--- src/rtl/adder_arbiter.sv ---
// adder_arbiter: round-robin arbiter that shares one external combinational 32-bit adder
// among N_REQ requesters. Each accepted request walks IDLE -> ISSUE -> DONE (one add per 3 cycles).
module adder_arbiter #(
  parameter  int N_REQ = 4,
  localparam int IDX_W = (N_REQ > 1) ? $clog2(N_REQ) : 1
) (
  input  logic                clk,
  input  logic                rst,
  input  logic [N_REQ-1:0]    req,
  input  logic [32*N_REQ-1:0] op_a,
  input  logic [32*N_REQ-1:0] op_b,
  output logic [N_REQ-1:0]    gnt,
  output logic [31:0]         add_a,
  output logic [31:0]         add_b,
  input  logic [31:0]         add_s,
  input  logic                add_c,
  output logic [31:0]         sum,
  output logic                carry,
  output logic                done,
  output logic [IDX_W-1:0]    done_id,
  output logic                busy
);

  typedef enum logic [1:0] {
    S_IDLE,
    S_ISSUE,
    S_DONE
  } state_t;

  state_t           r_state;
  state_t           w_state_next;
  logic [IDX_W-1:0] r_last;
  logic [IDX_W-1:0] r_idx;
  logic [IDX_W-1:0] r_done_id;
  logic [N_REQ-1:0] r_gnt;
  logic [31:0]      r_op_a;
  logic [31:0]      r_op_b;
  logic [31:0]      r_sum;
  logic             r_carry;

  logic [IDX_W-1:0] w_win_idx;
  logic [IDX_W-1:0] w_cand;
  logic             w_win_found;
  logic [N_REQ-1:0] w_win_oh;
  logic [31:0]      w_op_a_arr [N_REQ];
  logic [31:0]      w_op_b_arr [N_REQ];

  genvar gi;
  generate
    for (gi = 0; gi < N_REQ; gi++) begin : g_unpack
      assign w_op_a_arr[gi] = op_a[32*gi +: 32];
      assign w_op_b_arr[gi] = op_b[32*gi +: 32];
      assign w_win_oh[gi]   = (w_win_idx == IDX_W'(gi));
    end
  endgenerate

  // Scan from farthest to nearest so the requester closest after r_last wins.
  always_comb begin
    w_win_idx   = '0;
    w_win_found = 1'b0;
    w_cand      = '0;
    for (int k = N_REQ; k >= 1; k--) begin
      w_cand = IDX_W'((32'(r_last) + 32'(k)) % N_REQ);
      if (req[w_cand]) begin
        w_win_idx   = w_cand;
        w_win_found = 1'b1;
      end
    end
  end

  always_comb begin
    w_state_next = r_state;
    case (r_state)
      S_IDLE:  if (w_win_found) w_state_next = S_ISSUE;
      S_ISSUE: w_state_next = S_DONE;
      S_DONE:  w_state_next = S_IDLE;
      default: w_state_next = S_IDLE;
    endcase
  end

  always_ff @(posedge clk) begin
    if (rst) begin
      r_state <= S_IDLE;
    end else begin
      r_state <= w_state_next;
    end
  end

  always_ff @(posedge clk) begin
    if (rst) begin
      r_gnt     <= '0;
      r_op_a    <= '0;
      r_op_b    <= '0;
      r_idx     <= '0;
      r_last    <= IDX_W'(N_REQ - 1);
      r_sum     <= '0;
      r_carry   <= 1'b0;
      r_done_id <= '0;
    end else begin
      r_gnt <= '0;
      if (r_state == S_IDLE && w_win_found) begin
        r_gnt  <= w_win_oh;
        r_op_a <= w_op_a_arr[w_win_idx];
        r_op_b <= w_op_b_arr[w_win_idx];
        r_idx  <= w_win_idx;
        r_last <= w_win_idx;
      end
      // The external adder sees r_op_a/r_op_b during ISSUE; its result is taken at the end of it.
      if (r_state == S_ISSUE) begin
        r_sum     <= add_s;
        r_carry   <= add_c;
        r_done_id <= r_idx;
      end
    end
  end

  assign gnt     = r_gnt;
  assign add_a   = r_op_a;
  assign add_b   = r_op_b;
  assign sum     = r_sum;
  assign carry   = r_carry;
  assign done_id = r_done_id;
  assign done    = (r_state == S_DONE);
  assign busy    = (r_state != S_IDLE);

endmodule

--- config.mk ---
export PLATFORM = sky130hd
export DESIGN_NAME = adder_arbiter
export DESIGN_NICKNAME = d
export VERILOG_FILES = /design/src/rtl/adder_arbiter.sv
export SDC_FILE = /design/constraint.sdc
export NUM_CORES = 1
export LEC_CHECK = 0
export CORE_AREA = 2 2 154 156
export CTS_BUF_LIST = sky130_fd_sc_hd__clkbuf_8
export DETAILED_ROUTE_END_ITERATION = 7
export DIE_AREA = 0 0 156 158
export DONT_BUFFER_PORTS = 1
export GPL_TIMING_DRIVEN = 1
export SLEW_MARGIN = 15
export SYNTH_ARGS = -nofsm -noshare
export SYNTH_HDL_FRONTEND = slang
export SYNTH_SLANG_ARGS = --single-unit
--- constraint.sdc ---
create_clock -name clk -period 1.9 [get_ports clk]
set_input_delay 0.38 -clock clk [delete_from_list [all_inputs] [get_ports clk]]
set_output_delay 0.38 -clock clk [all_outputs]
set_load 0.05 [all_outputs]
==> metrics.md <==
| Metric | Value |
|---|---|
| Hold-fix buffers at CTS | `0` |
| Initial antenna violation count | `3` |
| WP data arrival | `approximately 2200 ps` |
| Pin count of the biggest net entering global routing | `106` |
| Mapped Area | `5300 um^2` |
| RSZ-0062 raised after global routing | `yes` |
| IO Pins | `400` |
| CP max FO | `36` |
| Crit path time final | `1930 ps` |
| # clock sinks | `109` |
| Clock Latency Late Sink | `390 ps` |
| Seq/Total Area, Yosys | `about 41%` |
| Critical path type | `reg2reg` |
| First drt pass iteration count | `5` |
| Root Buffer Master | `clkbuf_8` |
| Post-Layout Inst Area | `6770 um^2` |
| Peak supply drop | `approximately 0.32 mV` |
| Cts bufs inserted | `9` |
| Critical Path Source Type | `flop` |
| Static leakage | `2.23 nW` |
| Hpwl dp | `15.7 mm` |
| Final worst slack | `-27.8 ps` |
| Gr ovfl total | `0` |
| Initial cell density of the core | `23.0%` |
| Post-DRT Antenna Nets | `0` |
| Cells after Synth | `between 600 and 700` |
| Number of DRC markers in iteration 0 | `approximately 460` |
| Max-slew headroom | `between 50% and 60%` |
| Power per cell area | `~1100 nW/um^2` |
| Worst-Margin Slew | `between 600 and 700 ps` |
| Worst-case clock buffer depth | `2` |
| Worst path required time | `2170 ps` |
| GRT Resource Usage Total | `15.6%` |
| Die Footprint | `24600 um^2` |
| Hold WC Path Type | `in2reg` |
| Status | `finished with violations` |
| Global-route wire length before repair | `a little under 30 mm` |
| Final Power | `around 7.4 mW` |
| Detailed-route via count | `~5600` |
| Number of synthesis warnings | `0` |
| CP Capture Type | `flop` |
| Worst-path clk slew | `approximately 130 ps` |
| Share of cells above drive strength 1 | `roughly 23%` |
| Post-synth top flop | `dfxtp_1` |
| Ys async rst share | `0%` |
| Total Wirelength | `between 20 and 25 mm` |
| Residual DRC | `0` |
| WL/cell | `24.4 um` |
| Fin crit share | `101%` |
| Post-synth EDFFs | `0` |
| Final Hold Fails | `0` |
| Failing checks | `negative setup slack` |
| Fin cells | `~950` |
| Avg Synthesized Cell Area | `~8 um^2` |
| Clock skew | `17.0 ps` |
| RePlAce Congestion | `just under 0.9` |
| Vias in the first global route | `between 5000 and 6000` |
| Row cnt | `56` |
| Syn Nets | `between 900 and 1000` |
| CTS tree | `built` |
| Reg2Reg Setup Slack | `-30 ps` |
| Distinct cell type count after synthesis | `33` |
| Die height | `between 150 and 200 um` |
| I/O Buffers | `0` |
| Core area | `23100 um^2` |
| CTS H-tree lvls | `3` |
| Fmax | `about 520 MHz` |
| DP Area | `5880 um^2` |
| Die width | `156 um` |
| Fillers | `~2500` |
| Vias per cell | `between 5 and 6` |
| #FFs+latches synth | `around 110` |
| Final setup viols | `2` |
| Max-Cap Viols | `0` |
| Final Max Slew Viols | `0` |
| Placed Cells | `between 900 and 1000` |
| Area growth from synthesis to layout | `27.7%` |
| Layout net count | `around 950` |
## critical path: stages, from the launching register on
cell and delay [ps]:
dfxtp_2 340, nand2b_4 130, and2_4 160, o311a_4 400, buf_12 180, a221oi_1 410
a311oi_2 170
## area by class of cell
cell class / instances / area [um^2] / share of cell area, %
multi-input cells: 476 / 3210 / 47.5
clock inverters: 7 / 86.3 / 1.28
diodes: 3 / 7.51 / 0.111
well taps: 290 / 363 / 5.36
inverters: 1 / 3.75 / 0.0555
clock buffers: 9 / 124 / 1.83
flip-flops and latches: 109 / 2180 / 32.3
repair buffers: 57 / 786 / 11.6
## worst paths after layout
kind / startpoint / end / cells past startpoint
max: r_last[0] / add_a[2] / 6
min: rst / add_a[30] / 1
max reg2reg: r_last[0] / add_a[2] / 6
min reg2reg: r_idx[1] / done_id[1] / 2
## state kept, by name, summed over array words and instances (netlist names)
signal,flops
r_idx,2
carry,1
done_id,2
add_a,32
r_last,2
add_b,32
sum,32
r_state,2
gnt,4
## power by group
| part | switching, mW | total [mW] | leakage, nW | internal, mW |
|---|---|---|---|---|
| registers | 1.10 | 3.66 | 0.900 | 2.56 |
| clock network | 1.00 | 1.54 | 0.105 | 0.536 |
| logic | 1.26 | 2.20 | 1.22 | 0.940 |
| total | 3.36 | 7.40 | 2.23 | 4.04 |
## metrics by stage
step | util, % | hold WS, ps | worst slack (ps) | setup TNS, ps
after CTS | 26.6 | 7.20 | 9.61 | 0
after floorplan | - | 432 | 9.22 | 0
after global placement | 25.5 | 451 | -77.1 | -108
final | 29.4 | 53.7 | -27.8 | -28.2
after detailed placement | 25.5 | 452 | -95.8 | -203
after global routing | 29.4 | 4.47 | -97.5 | -1980
## synth_stat cells (all sizes together) (3+ instances only)
library cell	count	share of area (%)
a21oi	41	3.9
a221oi	60	9.9
a311oi	64	11
a31oi	8	0.94
and2	3	0.40
buf	34	3.4
clkbuf	42	3.0
dfxtp	109	41
nand2	74	5.2
nand2b	5	0.73
nand3	124	12
nor2	73	5.2
nor3	3	0.47
o311a	5	0.94
## timing repair
| action | in CTS | in global routing |
|---|---|---|
| pin swaps | 1 | 26 |
| buffers inserted | 0 | 5 |
| cloned | 0 | 9 |
| resized for setup | 8 | 77 |
| setup endpoints to repair | 25 | 54 |
## cells by family after synthesis
| family | synth area share, % |
|---|---|
| simple gates | 24.7 |
| compound gates | 27.7 |
| flops | 41.2 |
| buf+inv | 6.47 |
## routing by layer
layer | wire (um) | vias to the layer above | global-route usage (%) | part of all wire, %
li1 | - | 2507 | - | -
met1 | 8630 | 2661 | 17.5 | 37
met2 | 11100 | 402 | 26.9 | 48
met3 | 2500 | 64 | 5.20 | 11
met4 | 984 | 0 | 6.82 | 4.2
met5 | 0 | - | 0 | 0
## cells in the final DEF (no fill, tap or decap), types with 5 or more instances in the layout
| master | count |
|---|---|
| clkbuf_16 | 5 |
| a31oi_1 | 8 |
| a221oi_2 | 18 |
| buf_4 | 26 |
| clkbuf_8 | 9 |
| nand2_1 | 74 |
| a21oi_1 | 37 |
| a311oi_2 | 18 |
| nand3_2 | 18 |
| nor2_1 | 72 |
| buf_12 | 18 |
| a221oi_1 | 39 |
| dfxtp_1 | 108 |
| a311oi_1 | 46 |
| nand3_1 | 104 |
Power figures use the tool's default switching activity.
==> RTL edit 1, RTL diff (same settings) <==
Make the reset (`rst`) asynchronous in 2 clocked blocks.
--- a/src/rtl/adder_arbiter.sv
+++ b/src/rtl/adder_arbiter.sv
@@ -80,3 +80,3 @@
 
-  always_ff @(posedge clk) begin
+  always_ff @(posedge clk or posedge rst) begin
     if (rst) begin
@@ -88,3 +88,3 @@
 
-  always_ff @(posedge clk) begin
+  always_ff @(posedge clk or posedge rst) begin
     if (rst) begin
Formal check against the unedited RTL: differs if rst is asserted again (counterexample within 4 cycles, from zero or initial values and one cycle with rst high); with rst held inactive, the same outputs for 4 cycles.
==> RTL edit 1 against the unedited design <==
Critical endpoint is now add_a[29]. Wire length down 16%. Sequential cell count unchanged. Setup slack worse by 0.10 ns. Total power up 140%. Synthesized area up 25%. Sequential power up 120%. Critical path depth unchanged. Non-clock buffer count down 12. Worst hold slack better by 0.058 ns. Via count down 20%. Final area up 13%. Combinational power rose to 3.8 times the old value. The flow still finishes with violations (setup timing).
==> RTL edit 1: results (changes against the unedited design) <==
** Detailed routing
- The average vias per placed instance was 5.24 (-11%).
- Detailed-route wire length :: 19500 um (-16%)
- The number of vias after detailed routing came to 4481 (-20%).

** Power
- Peak supply drop :: 695 uV (+120%)
- The static power due to leakage came to 2.84 nW (+28%).

** Status
- The flow ran to the end, but the final reports show violations.
- The final reports fail on setup timing.

** STA
- Worst hold slack :: 0.112 ns (+0.0584 ns)
- The number of endpoints failing setup at the final stage is 64 (+62).
- The actual transition at the worst max-transition pin is 0.594 ns (-0.0411 ns).
- Share of the clock period used by the worst path :: 107% (+5.4 points)
- The smallest setup slack after layout was -0.130 ns (-0.102 ns).
- Setup_tns :: -5.77 ns (-5.74 ns)

** Cells and area
- The antenna cell count was 1 (-2).
- The number of signal-net inverters in the final layout was 5 (+4).
- Signal buffers share of area :: 7.01% (-4.6 points)
- Number of multi-input logic gates :: 389 (-18%)
- Footprint of the multi-input gates :: 3770 sq um (+17%)
- The number of inserted filler cells in the final layout came to 2312 (-5.7%).
- The proportion of cell area occupied by multi-input gates came to 49.4% (+1.9 points).
- The share of final-layout standard cells stronger than drive strength 1 is 53.2% (+30 points).
- Seq area share :: 35.8% (+3.6 points)
- Layout net count :: 854 (-10%)

** Worst setup path
- Largest delay share family, worst path :: flip-flops
- The most critical setup path has its startpoint at r_last[1].
- Highest cell delay on the worst timing path :: 0.62 ns (+0.21 ns)
- The endpoint identified for the worst register-to-register timing path is add_a[29].
- The data arrival time at the worst-slack endpoint came to 2.32 ns (+0.13 ns).
- For this design, the slowest cell found on the critical path is sky130_fd_sc_hd__dfstp_2.

** Logic synthesis
- The number of distinct standard cells referenced by the synthesized netlist is 35 (+6.1%).
- Sequential cell area fraction in the yosys report :: 41.1% (-0.12 points)
- Ranked by total cell area, the synthesized netlist is headed by sky130_fd_sc_hd__dfrtp_1, sky130_fd_sc_hd__o221a_4, sky130_fd_sc_hd__mux2_2, sky130_fd_sc_hd__a21oi_2, sky130_fd_sc_hd__nor2_1.
- Synthesized netlist cell count :: 549 (-17%)
- The proportion of synthesized area in mux cells is 16.9% (+17 points).
- Most frequent cells after synthesis :: sky130_fd_sc_hd__nor2_1, sky130_fd_sc_hd__dfrtp_1, sky130_fd_sc_hd__mux2_2
- FFs w/ async S/R, synth :: 100% (+100 points)
- For this run, the leading register cell type out of synthesis is sky130_fd_sc_hd__dfrtp_1.

** Placed design
- The number of cells in the design after placement is 837 (-9.0%).
- The pre-CTS setup slack is -0.180 ns (-0.0840 ns).
- Half-perimeter wire length after detailed placement :: 15100 um (-3.4%)
- The area after detailed placement came to 7280 sq um (+24%).

** GRT
- GR Util All Layers :: 14.8% (-0.78 points)
- Largest net degree at the start of global routing :: 59 (-44%)
- Global-route wire length before repair :: 27600 um (-6.1%)

** Worst hold path
- The worst hold path terminates at sum[2].
-- RTL edit 1: cell count changes after synthesis, sizes merged, moves of 8 or more --
cell    unedited run  this run
nand3            124         1
dfxtp            109         0
dfrtp              0       107
mux2               0        97
nand2             74         5
a311oi            64         0
o221a              0        62
a221oi            60         0
nor2              73       131
clkbuf            42        13
a21oi             41        64
a31oi              8         0
-- RTL edit 1: repair_timing --
item / CTS / global route
hold buffers: 1 / 0
gates resized for setup: 19 / 7
hold endpoints to repair: 10 / 0
setup endpoints to repair: 65 / 68
setup buffers: 1 / 1
pin swaps: 3 / 2
-- RTL edit 1: routing by layer --
metal	vias to the layer above	GRT usage, %	wire length, um
met5	-	0	0
met4	0	2.88	206
met3	15	4.87	1700
met2	241	27.2	10300
met1	2196	16.7	7380
li1	2029	-	-
-- RTL edit 1: power by group --
part           switching, mW  total (mW)  internal [mW]
registers               4.60        8.05           3.45
logic                   3.94        8.34           4.40
clock network          0.979        1.51          0.527
==> RTL edit 2, RTL diff (config.mk and constraints unchanged) <==
Without the edit above. Change the parameter `N_REQ` from 4 to 2.
--- a/src/rtl/adder_arbiter.sv
+++ b/src/rtl/adder_arbiter.sv
@@ -3,3 +3,3 @@
 module adder_arbiter #(
-  parameter  int N_REQ = 4,
+  parameter  int N_REQ = 2,
   localparam int IDX_W = (N_REQ > 1) ? $clog2(N_REQ) : 1
Interface: changed (5 resized); port bits go from 400 to 267. The function was not compared with the original's and may differ.
==> RTL edit 2 against the unedited design <==
Final area down 29%. Global-route usage down 4.9 points. Sequential cell count down 5. Highest routed layer unchanged. Wire length down 40%. Synthesized area down 20%. Setup slack better by 0.33 ns. Maximum frequency up 20%.
Power is not compared: it rests on default switching activity, and its combinational part moved more than twofold at a synthesized area within 25%.
==> RTL edit 2: results (changes against the unedited design) <==
** Worst setup path
- For this design, the slowest cell found on the critical path is sky130_fd_sc_hd__dfxtp_1.
- Among cell families on the critical path, the largest total delay comes from flip-flops.
- The largest fanout on the critical path is 4 (-89%).
- Arrival time reported for the critical path endpoint :: 1.22 ns (-0.97 ns)
- Highest cell delay on the worst timing path :: 0.43 ns (+0.02 ns)

** GRT
- Number of antenna violations at the first check in global routing :: 0 (-3)
- Largest net degree at the start of global routing :: 105 (-0.94%)
- Global-route wire length before repair :: 19800 um (-33%)
- Vias in the first global route :: 3541 (-29%)
- GR Util All Layers :: 10.6% (-4.9 points)

** Cells and area
- The number of nets at the end of the flow was 681 (-28%).
- Fraction of layout cells with a size suffix above 1 :: 8.45% (-14 points)
- Antenna diode count :: 0 (-3)

** Placed design
- Half-perimeter wire length after detailed placement :: 9270 um (-41%)
- The number of buffers added on ports is 0 (unchanged).
- The routability congestion estimate came to 0.737 (-15%).
- Post-detailed-placement cell area :: 4570 sq um (-22%)

** Detailed routing
- The detailed-route wire length is 13900 um (-40%).
- Iter 0 DRT Violations :: 271 (-41%)
- Post-detailed-route via-to-cell ratio :: 4.70 (-21%)
- The first-pass detailed-route iteration total was 6 (+1).

** Clocking
- Clock tree synthesis selected as its root buffer the cell sky130_fd_sc_hd__clkbuf_8.
- The post-CTS setup-driven buffer insertion count was 0 (unchanged).
- Clock-pin slew on the worst setup and hold paths :: 0.11 ns (-0.02 ns)
- Post_cts resized :: 0 (-8)
- Number of buffers inserted during clock tree synthesis :: 9 (unchanged)
- Latest clock arrival within the worst-skew pair :: 0.38 ns

** Logic synthesis
- Dominant register cell in the synthesized netlist :: sky130_fd_sc_hd__dfxtp_1
- The sequential-to-total area share from yosys stat was 48.9% (+7.7 points).
- The synthesized netlist cell count is 537 (-19%).
- Netlist cell types :: 20 (-39%)
- The commonest cells after synthesis are sky130_fd_sc_hd__nand2_1, sky130_fd_sc_hd__dfxtp_1, sky130_fd_sc_hd__a21oi_1.
- Post-Syn Nets :: 702 (-27%)
- By area the synthesized netlist is led by sky130_fd_sc_hd__dfxtp_1, sky130_fd_sc_hd__nand2_1, sky130_fd_sc_hd__a311oi_1, sky130_fd_sc_hd__a21oi_1, sky130_fd_sc_hd__buf_2.

** Worst hold path
- Kind of path behind the tightest hold check :: input pin to flop

** Status
- The run finished with clean final reports.

** STA
- Final setup skew :: 0.0142 ns (-0.00279 ns)
- The actual transition at the worst max-transition pin came to 0.594 ns (-0.0413 ns).

** Power
- Across the VDD grid, the largest voltage drop is 378 uV.
- The analysis attributes to cell leakage a power of 1.71 nW.
[RTL edit 2: cell count changes in the layout (fill, tap and decap cells not counted), moves of 39 or more]
| cell | before | now |
|---|---|---|
| sky130_fd_sc_hd__nand2_1 | 74 | 199 |
| sky130_fd_sc_hd__nand3_1 | 104 | 0 |
| sky130_fd_sc_hd__nor2_1 | 72 | 4 |
| sky130_fd_sc_hd__a21oi_1 | 37 | 99 |
| sky130_fd_sc_hd__a221oi_1 | 39 | 0 |
[RTL edit 2: metal layers]
metal | track usage, % | wire length, um | vias to the layer above
met5 | 0 | 0 | -
met4 | 4.11 | 176 | 0
met3 | 3.67 | 1350 | 10
met2 | 18.1 | 6660 | 216
met1 | 12.3 | 5670 | 1757
li1 | - | - | 1827
[RTL edit 2: path summary, 6_finish.rpt]
check | from | endpoint | slack (ns) | cells after the start
max reg2reg | r_state[1] | add_a[28] | 0.43 | 4
min reg2reg | r_idx | done_id | 0.48 | 2
min | rst | add_a[24] | 0.05 | 1
max | r_state[1] | busy | 0.30 | 3
[RTL edit 2: final cells by class]
class	count	area (sq um)
clock buffers	11	151
repair buffers	22	203
clock inverters	5	63.8
flip-flops and latches	104	2080
well taps	290	363
multi-input cells	378	1920
inverters	1	3.75
fillers	2558	18300
[RTL edit 2: logic make-up (layout without fill, tap and decap cells)]
kind of cell	after synthesis	after routing	share of synthesized area (%)
buffers and inverters	55	39	6.29
flip-flops	104	104	48.9
AO/OA/AOI/OAI	167	167	25.7
AND/OR/NAND/NOR	211	211	19.2
[RTL edit 2: metrics by stage]
| stage | worst slack [ns] | cells | utilization [%] |
|---|---|---|---|
| floorplan | 0.447 | 537 | - |
| global placement | 0.497 | 795 | 19.8 |
| detailed placement | 0.442 | 795 | 19.8 |
| CTS | 0.243 | 811 | 20.8 |
| global route | 0.188 | 811 | 20.8 |
| finish | 0.300 | 811 | 20.8 |
[RTL edit 2: where the power goes]
group / internal (mW) / switching [mW]
clock network: 0.692 / 0.814
logic: 0.288 / 0.531
registers: 2.39 / 0.793
